## src/rtl/mem_access_if.sv

```systemverilog
// Core request / response and memory port bundle for mem_access.
// The slave modport is the block's view; the master modport is the core and memory side.
interface mem_access_if;
  logic        req_vld;
  logic        req_rdy;
  logic [1:0]  req_op;
  logic        req_space;
  logic [15:0] req_addr;
  logic [7:0]  req_wdata;
  logic [7:0]  req_mask;
  logic        rsp_vld;
  logic [7:0]  rsp_data;
  logic        rsp_err;
  logic [15:0] rd_addr;
  logic        data_rd_en;
  logic        xdata_rd_en;
  logic [7:0]  rd_data;
  logic        rd_vld;
  logic [15:0] wr_addr;
  logic [7:0]  wr_data;
  logic        data_wr_en;
  logic        xdata_wr_en;

  modport slave (
    input  req_vld, req_op, req_space, req_addr, req_wdata, req_mask, rd_data, rd_vld,
    output req_rdy, rsp_vld, rsp_data, rsp_err, rd_addr, data_rd_en, xdata_rd_en,
           wr_addr, wr_data, data_wr_en, xdata_wr_en
  );

  modport master (
    output req_vld, req_op, req_space, req_addr, req_wdata, req_mask, rd_data, rd_vld,
    input  req_rdy, rsp_vld, rsp_data, rsp_err, rd_addr, data_rd_en, xdata_rd_en,
           wr_addr, wr_data, data_wr_en, xdata_wr_en
  );
endinterface

```

## src/rtl/mem_access.sv

```systemverilog
// Single-request read / write / read-modify-write engine over data and xdata spaces.
// Define MEM_ACCESS_TIMEOUT_EN to abort reads that get no rd_vld within TIMEOUT_CYCLES.
module mem_access #(
  parameter int unsigned TIMEOUT_CYCLES = 8
) (
  input logic          clk,
  input logic          rst,
  mem_access_if.slave  bus
);
  typedef enum logic [2:0] {S_IDLE, S_RD, S_WR, S_MOD, S_RSP} state_t;

  localparam logic [1:0] OP_RD  = 2'b00;
  localparam logic [1:0] OP_WR  = 2'b01;
  localparam logic [1:0] OP_RMW = 2'b10;

`ifdef MEM_ACCESS_TIMEOUT_EN
  localparam bit TO_EN = 1'b1;
`else
  localparam bit TO_EN = 1'b0;
`endif
  localparam logic [3:0] TO_LAST = 4'(TIMEOUT_CYCLES - 1);

  state_t      state_q, state_d;
  logic [1:0]  op_q, op_d;
  logic        space_q, space_d;
  logic [15:0] addr_q, addr_d;
  logic [7:0]  wdata_q, wdata_d;
  logic [7:0]  mask_q, mask_d;
  logic [7:0]  rdata_q, rdata_d;
  logic [7:0]  rsp_data_q, rsp_data_d;
  logic        rsp_err_q, rsp_err_d;
  logic [3:0]  cnt_q, cnt_d;

  logic [15:0] mem_addr;
  logic [7:0]  merged;

  assign mem_addr = space_q ? addr_q : {8'h00, addr_q[7:0]};
  assign merged   = (rdata_q & ~mask_q) | (wdata_q & mask_q);

  always_ff @(posedge clk) begin
    if (rst) begin
      state_q    <= S_IDLE;
      op_q       <= '0;
      space_q    <= 1'b0;
      addr_q     <= '0;
      wdata_q    <= '0;
      mask_q     <= '0;
      rdata_q    <= '0;
      rsp_data_q <= '0;
      rsp_err_q  <= 1'b0;
      cnt_q      <= '0;
    end else begin
      state_q    <= state_d;
      op_q       <= op_d;
      space_q    <= space_d;
      addr_q     <= addr_d;
      wdata_q    <= wdata_d;
      mask_q     <= mask_d;
      rdata_q    <= rdata_d;
      rsp_data_q <= rsp_data_d;
      rsp_err_q  <= rsp_err_d;
      cnt_q      <= cnt_d;
    end
  end

  // Response registers are only loaded on the edge entering RSP, so they hold between pulses.
  always_comb begin
    state_d    = state_q;
    op_d       = op_q;
    space_d    = space_q;
    addr_d     = addr_q;
    wdata_d    = wdata_q;
    mask_d     = mask_q;
    rdata_d    = rdata_q;
    rsp_data_d = rsp_data_q;
    rsp_err_d  = rsp_err_q;
    cnt_d      = '0;
    unique case (state_q)
      S_IDLE: if (bus.req_vld) begin
        op_d    = bus.req_op;
        space_d = bus.req_space;
        addr_d  = bus.req_addr;
        wdata_d = bus.req_wdata;
        mask_d  = bus.req_mask;
        unique case (bus.req_op)
          OP_RD, OP_RMW: state_d = S_RD;
          OP_WR:         state_d = S_WR;
          default: begin
            state_d    = S_RSP;
            rsp_data_d = 8'h00;
            rsp_err_d  = 1'b1;
          end
        endcase
      end
      S_RD: begin
        cnt_d = cnt_q + 4'd1;
        if (bus.rd_vld) begin
          rdata_d = bus.rd_data;
          if (op_q == OP_RMW) begin
            state_d = S_MOD;
          end else begin
            state_d    = S_RSP;
            rsp_data_d = bus.rd_data;
            rsp_err_d  = 1'b0;
          end
        end else if (TO_EN && cnt_q == TO_LAST) begin
          state_d    = S_RSP;
          rsp_data_d = 8'hFF;
          rsp_err_d  = 1'b1;
        end
      end
      S_WR: begin
        state_d    = S_RSP;
        rsp_data_d = wdata_q;
        rsp_err_d  = 1'b0;
      end
      S_MOD: begin
        state_d    = S_RSP;
        rsp_data_d = merged;
        rsp_err_d  = 1'b0;
      end
      S_RSP:   state_d = S_IDLE;
      default: state_d = S_IDLE;
    endcase
  end

  // Read enable drops in the cycle rd_vld arrives, so a normal read strobes it for one cycle.
  always_comb begin
    bus.req_rdy     = (state_q == S_IDLE) && !rst;
    bus.rsp_vld     = (state_q == S_RSP);
    bus.rsp_data    = rsp_data_q;
    bus.rsp_err     = rsp_err_q;
    bus.rd_addr     = mem_addr;
    bus.wr_addr     = mem_addr;
    bus.wr_data     = (state_q == S_MOD) ? merged : wdata_q;
    bus.data_rd_en  = (state_q == S_RD) && !bus.rd_vld && !space_q;
    bus.xdata_rd_en = (state_q == S_RD) && !bus.rd_vld &&  space_q;
    bus.data_wr_en  = ((state_q == S_WR) || (state_q == S_MOD)) && !space_q;
    bus.xdata_wr_en = ((state_q == S_WR) || (state_q == S_MOD)) &&  space_q;
  end
endmodule

```

## src/flat_wrapper.sv

```systemverilog
// flat-port wrapper written by rule: the top's interface ports become plain ports
module mem_access_flat 
#(
  parameter int unsigned TIMEOUT_CYCLES = 8
)
  (clk, rst, bus_req_vld, bus_req_op, bus_req_space, bus_req_addr, bus_req_wdata, bus_req_mask, bus_rd_data, bus_rd_vld, bus_req_rdy, bus_rsp_vld, bus_rsp_data, bus_rsp_err, bus_rd_addr, bus_data_rd_en, bus_xdata_rd_en, bus_wr_addr, bus_wr_data, bus_data_wr_en, bus_xdata_wr_en);
  mem_access_if bus_i ();
  input logic clk;
  input logic rst;
  input wire logic [$bits(bus_i.req_vld)-1:0] bus_req_vld;
  input wire logic [$bits(bus_i.req_op)-1:0] bus_req_op;
  input wire logic [$bits(bus_i.req_space)-1:0] bus_req_space;
  input wire logic [$bits(bus_i.req_addr)-1:0] bus_req_addr;
  input wire logic [$bits(bus_i.req_wdata)-1:0] bus_req_wdata;
  input wire logic [$bits(bus_i.req_mask)-1:0] bus_req_mask;
  input wire logic [$bits(bus_i.rd_data)-1:0] bus_rd_data;
  input wire logic [$bits(bus_i.rd_vld)-1:0] bus_rd_vld;
  output wire logic [$bits(bus_i.req_rdy)-1:0] bus_req_rdy;
  output wire logic [$bits(bus_i.rsp_vld)-1:0] bus_rsp_vld;
  output wire logic [$bits(bus_i.rsp_data)-1:0] bus_rsp_data;
  output wire logic [$bits(bus_i.rsp_err)-1:0] bus_rsp_err;
  output wire logic [$bits(bus_i.rd_addr)-1:0] bus_rd_addr;
  output wire logic [$bits(bus_i.data_rd_en)-1:0] bus_data_rd_en;
  output wire logic [$bits(bus_i.xdata_rd_en)-1:0] bus_xdata_rd_en;
  output wire logic [$bits(bus_i.wr_addr)-1:0] bus_wr_addr;
  output wire logic [$bits(bus_i.wr_data)-1:0] bus_wr_data;
  output wire logic [$bits(bus_i.data_wr_en)-1:0] bus_data_wr_en;
  output wire logic [$bits(bus_i.xdata_wr_en)-1:0] bus_xdata_wr_en;
  assign bus_i.req_vld = bus_req_vld;
  assign bus_i.req_op = bus_req_op;
  assign bus_i.req_space = bus_req_space;
  assign bus_i.req_addr = bus_req_addr;
  assign bus_i.req_wdata = bus_req_wdata;
  assign bus_i.req_mask = bus_req_mask;
  assign bus_i.rd_data = bus_rd_data;
  assign bus_i.rd_vld = bus_rd_vld;
  assign bus_req_rdy = bus_i.req_rdy;
  assign bus_rsp_vld = bus_i.rsp_vld;
  assign bus_rsp_data = bus_i.rsp_data;
  assign bus_rsp_err = bus_i.rsp_err;
  assign bus_rd_addr = bus_i.rd_addr;
  assign bus_data_rd_en = bus_i.data_rd_en;
  assign bus_xdata_rd_en = bus_i.xdata_rd_en;
  assign bus_wr_addr = bus_i.wr_addr;
  assign bus_wr_data = bus_i.wr_data;
  assign bus_data_wr_en = bus_i.data_wr_en;
  assign bus_xdata_wr_en = bus_i.xdata_wr_en;
  mem_access #(.TIMEOUT_CYCLES(TIMEOUT_CYCLES)) u_core (.clk(clk), .rst(rst), .bus(bus_i));
endmodule
```

## config.mk

```make
export PLATFORM = sky130hd
export DESIGN_NAME = mem_access_flat
export DESIGN_NICKNAME = d
export VERILOG_FILES = /design/src/rtl/mem_access_if.sv /design/src/rtl/mem_access.sv /design/src/flat_wrapper.sv
export SDC_FILE = /design/constraint.sdc
export NUM_CORES = 1
export LEC_CHECK = 0
export ABC_AREA = 1
export ABC_CLOCK_PERIOD_IN_PS = 1300
export CORE_MARGIN = 5
export CORE_UTILIZATION = 40
export CTS_CLUSTER_DIAMETER = 50
export CTS_CLUSTER_SIZE = 12
export DETAILED_ROUTE_END_ITERATION = 10
export PLACE_DENSITY = 0.72
export SYNTH_ARGS = -nofsm -noshare
export SYNTH_HDL_FRONTEND = slang
export SYNTH_SLANG_ARGS = --single-unit
```

## constraint.sdc

```tcl
create_clock -name clk -period 1.3 [get_ports clk]
set_input_delay 0.325 -clock clk [delete_from_list [all_inputs] [get_ports clk]]
set_output_delay 0.325 -clock clk [all_outputs]
set_load 0.01 [all_outputs]
```

# Word level (Yosys, flattened, before mapping)
# Index checks and enable logic that the tools add are counted.
# op_classes
n_eq_ne	11
n_reduce_logical	22
n_mux	17
bitwise	4
# op_table
operator	count
two-way mux 8 bit	5
one-hot mux 8 bit (4 select lines)	1
bitwise AND 8 bit	2
two-way mux 16 bit	1
AND reduction 5 bit	2
two-way mux 3 bit	3
one-hot mux 3 bit (3 select lines)	1
!= test 2 bit (second input constant)	4
inverter 8 bit	1
OR 8 bit	1
== test 3 x 2 -> 1 bit (second input constant)	2
logical AND 1 bit	6
one-hot mux 3 bit (2 select lines)	1
AND reduction 2 bit	3
== test 2 bit (second input constant)	2
two-way mux 1 bit	4
nonzero test 4 bit	1
OR reduction 2 bit	2
== test 3 x 1 -> 1 bit (second input constant)	1
== test 3 bit (second input constant)	1
zero test 1 bit	3
zero test 3 bit	1
one-hot mux 1 bit (3 select lines)	1
nonzero test 3 bit	1
4 further kinds	4
# totals
in_bits	47
word_cells	63
out_inout_bits	55
register_bits	55

# Longest topological paths before layout
# depth
ltp_word	5
depth_mapped	10
ltp_nobuf	9

# Worst setup path after synthesis
# OpenSTA, ideal clock, no wires.
# synth_path
path_type	reg-to-output
startpoint	reg u_core.state_q[1]
endpoint	out bus_wr_data[5]
arrival_ps	1025
required_time_ps	975
stages_incl_launch_ff	6
slack_ps	-50
n_path_buf	1
cell_sequence	dfxtp_1 -> nand2_2 -> nor2_4 -> buf_4 -> nand2_1 -> o21ai_0
# synth_via
elab_chain_cells	2
# synth_lines
item	line	text
start: declaration	mem_access.sv:23	state_t state_q, state_d;
start signal: assignment	mem_access.sv:53	state_q <= state_d;
== test 3 x 2 -> 1 bit	mem_access.sv:135	bus.wr_data = (state_q == S_MOD) ? merged : wdata_q;
two-way mux 8 bit	mem_access.sv:135	
end: declaration	flat_wrapper.sv:26	output wire logic [$bits(bus_i.wr_data)-1:0] bus_wr_data;
# Every way passes these cells.

# Worst setup path in the final report
# layout_path
startpoint	reg u_core.state_q[1]
endpoint	out bus_wr_data[0]
# The elaborated chain is that of the path after synthesis.

==> flow_summary.ini <==
[status]
outcome = finished with violations
violations = setup timing

[detailed_routing]
m1WireLength_um = 3760
dr_wl_met2_um = 5100
avgRoutedWirePerCell_um = 15.8
final_antenna_net_count = 0
met3_length_um = 542
drtPass1Iterations = 5
drc = 0
top_layer = met4
vias = 3104
totalWireLength_um = 9740
via_per_inst = 5.05
drtIter0Drc = 185

[logic_synthesis]
syn_area_um2 = 2740
avgSynthCellArea_um2 = 7.07
yosysWarnings = 0
netlist.area_leader.share = 0.401
syn_inst = 388
ys_top_cells_by_area = dfxtp_1 (40%), nand2_1 (11%), buf_4 (7.7%)
ys_ff_latch = 55
synthDistinctLibCells = 25
synth_top_area_cell = dfxtp_1
yosysSeqAreaShare = 0.401
synthesis.nets = 435

[critical_path]
endpoint_kind = primary output
reg2reg_depth = 9
critPathRequiredTime_ns = 0.98
max_stage_delay_ns = 0.36
crit_family = flip-flops
crit_cells = 6
worstSetupStartpointType = register
path_class = reg2out
critPathBufInv = 2
cp.arrival_ns = 1.37
crit_fanout = 4
path_cells = nand2_2 -> nor2_4 -> buf_4 -> nand2_1 -> o21ai_2 -> buf_2
cpMaxStageDelayCell = dfxtp_2

[layout]
area_growth_pct = 75.4
nets = 581
drive_gt1_frac = 0.439
antenna_cells = 0
final_area_um2 = 4810
postLayoutCoreUtil = 0.716

[timing]
hold_viol = 0
layout_setup_ws_ns = -0.396
fmax_mhz = 590
slew_viol_final = 0
skew_ns = 0.00914
slew_headroom = 0.791
rsz0062_at_grt = true
fin_crit_sh = 1.30
period_needed_ns = 1.70
fin_setup_tns_ns = -17.95
finalSetupViolations = 85
worst_pin_slew_ns = 0.314

[place]
placed_cell_area_um2 = 4010
globalplace.congestion = 0.833
dp_slack_ns = -0.625
hpwl_um = 5720
portBuffers = 101

[floorplanning]
start_util = 0.408
die_h_um = 92.8
die_area_um2 = 8610
io-pin-count = 102
row_count = 30
coreArea_um2 = 6720
die_w_um = 92.8

[pwr]
p_per_area_nw_per_um2 = 1050
peakVddDrop_mv = 0.699
p_seq_frac = 0.397
power.share.switching = 0.360
finalPower_uw = 5070
power_frac_clock = 0.190
p_sw_uw = 1830
leakagePower_uw = 0.00221
p_int_uw = 3250
combPwrFrac = 0.412

[clocking]
clk_pin_slew_ns = 0.11
cts_max_level = 2
cts_root_buffer = clkbuf_8
cts_tree = yes
cts_buffers = 5
clockBufferDepth = 2
cts_sinks = 55
worstSkewPairLatency_ns = 0.31

[worst_hold_path]
hold_class = reg2reg
min_delay_path_depth = 2

[grt]
grt_use_total = 0.194
overflow = 0
grt_pass1_vias = 2984
grt_antenna_before_repair = 0
grt_max_degree = 27
grt_pass1_wl_um = 13800

[run]
cap_violations = 0
-- layer usage --
metal | GRT usage | vias up
met2 | 0.334 | 114
li1 | - | 1502
met1 | 0.233 | 1456
met4 | 0.0720 | 0
met3 | 0.0487 | 32
met5 | 0 | -
-- metrics by stage --
stage,cells,hold slack [ns]
2_1_floorplan,388,0.440
3_3_place_gp,583,0.447
3_5_place_dp,583,0.452
4_1_cts,602,0.464
5_1_grt,615,0.485
6_report,615,0.460
-- worst reg2reg max path, cell delays in order (launching register included) --
cell and delay (ns):
dfxtp_2 0.35, buf_4 0.15, inv_4 0.09, nand2_2 0.07
buf_6 0.13, nor2_4 0.12, buf_12 0.26, inv_8 0.09
o21ai_1 0.16, a21oi_1 0.07
-- power groups by stage --
| stage | Combinational, uW | Sequential [uW] | Clock (uW) |
|---|---|---|---|
| CTS | 1680 | 2000 | 961 |
| global placement | 1510 | 2010 | 0 |
| finish | 2090 | 2020 | 966 |
| global route | 2230 | 2040 | 1050 |
| floorplan | 848 | 2010 | 0 |
| detailed placement | 1530 | 2020 | 0 |
-- Yosys cell counts --
| cell type | number |
|---|---|
| a21oi_4 | 1 |
| nand2_1 | 84 |
| inv_2 | 8 |
| nand3_4 | 2 |
| nand3_2 | 2 |
| o21ai_1 | 27 |
| buf_4 | 28 |
| nor3_1 | 3 |
| inv_1 | 33 |
| nor2_2 | 1 |
| nor2_4 | 5 |
| nor2_1 | 48 |
| nand2_2 | 3 |
| o21ai_0 | 17 |
| dfxtp_1 | 55 |
| inv_4 | 1 |
| nand2_8 | 1 |
| a21oi_1 | 35 |
| nand3_1 | 19 |
| o211ai_1 | 1 |
| nand4_1 | 2 |
| buf_6 | 4 |
| buf_2 | 2 |
| clkbuf_1 | 5 |
| buf_1 | 1 |
-- logic make-up after synthesis --
kind of cell | after synthesis | share of synthesized area
AND/OR/NAND/NOR | 170 | 0.282
AO/OA/AOI/OAI | 81 | 0.153
buffers and inverters | 82 | 0.163
flip-flops | 55 | 0.401
-- timing repair --
| action | in CTS | in global routing |
|---|---|---|
| gates resized for setup | 233 | 107 |
| endpoints found under the setup margin | 110 | 99 |
| gates cloned | 1 | 6 |
| pin swaps | 4 | 16 |
| hold buffers | 0 | 0 |
| buffers inserted | 10 | 7 |
-- final timing paths --
| check | startpoint | end | slack, ns |
|---|---|---|---|
| hold / removal | u_core.bus.rsp_data[5] | u_core.bus.rsp_data[5] | 0.46 |
| setup / recovery | u_core.state_q[1] | bus_wr_data[0] | -0.40 |
| setup reg to reg | u_core.state_q[2] | u_core.wdata_q[0] | -0.30 |
| hold reg to reg | u_core.bus.rsp_data[5] | u_core.bus.rsp_data[5] | 0.46 |
-- flip-flops by register name, indices dropped and copies added, names as in the netlist --
name and flops:
u_core.mask_q 8, u_core.state_q 3, u_core.bus.rsp_data 8, u_core.bus.rsp_err 1
u_core.op_q 2, u_core.rdata_q 8, u_core.addr_q 16, u_core.wdata_q 8
u_core.space_q 1
-- cell usage in the layout (no fill, tap or decap), types with 3 or more instances in the layout --
master	n
nand2_4	9
nor2_1	29
buf_2	14
clkbuf_8	5
nand2_2	15
dfxtp_1	48
buf_4	56
a21oi_1	23
o21ai_4	3
inv_8	4
nor2_2	9
nand2_1	63
buf_12	7
a21oi_2	12
o21ai_0	10
nor3_2	3
inv_4	11
nand3_1	16
inv_2	5
nand3_4	4
clkdlybuf4s15_1	11
dlygate4sd2_1	12
nand3_2	3
nor2_4	16
clkdlybuf4s50_1	46
clkinv_16	3
buf_6	24
inv_1	25
o21ai_2	17
o21ai_1	14
dfxtp_2	6
-- area by class of cell --
type / instances / area [um2]
clock buffers: 5 / 68.8
clock inverters: 3 / 20.0
well taps: 80 / 100
fillers: 493 / 1910
repair buffers: 173 / 1610
repair inverters: 6 / 105
multi-input cells: 251 / 1580
flip-flops and latches: 55 / 1110
inverters: 42 / 211
(Power assumes the default switching activity.)
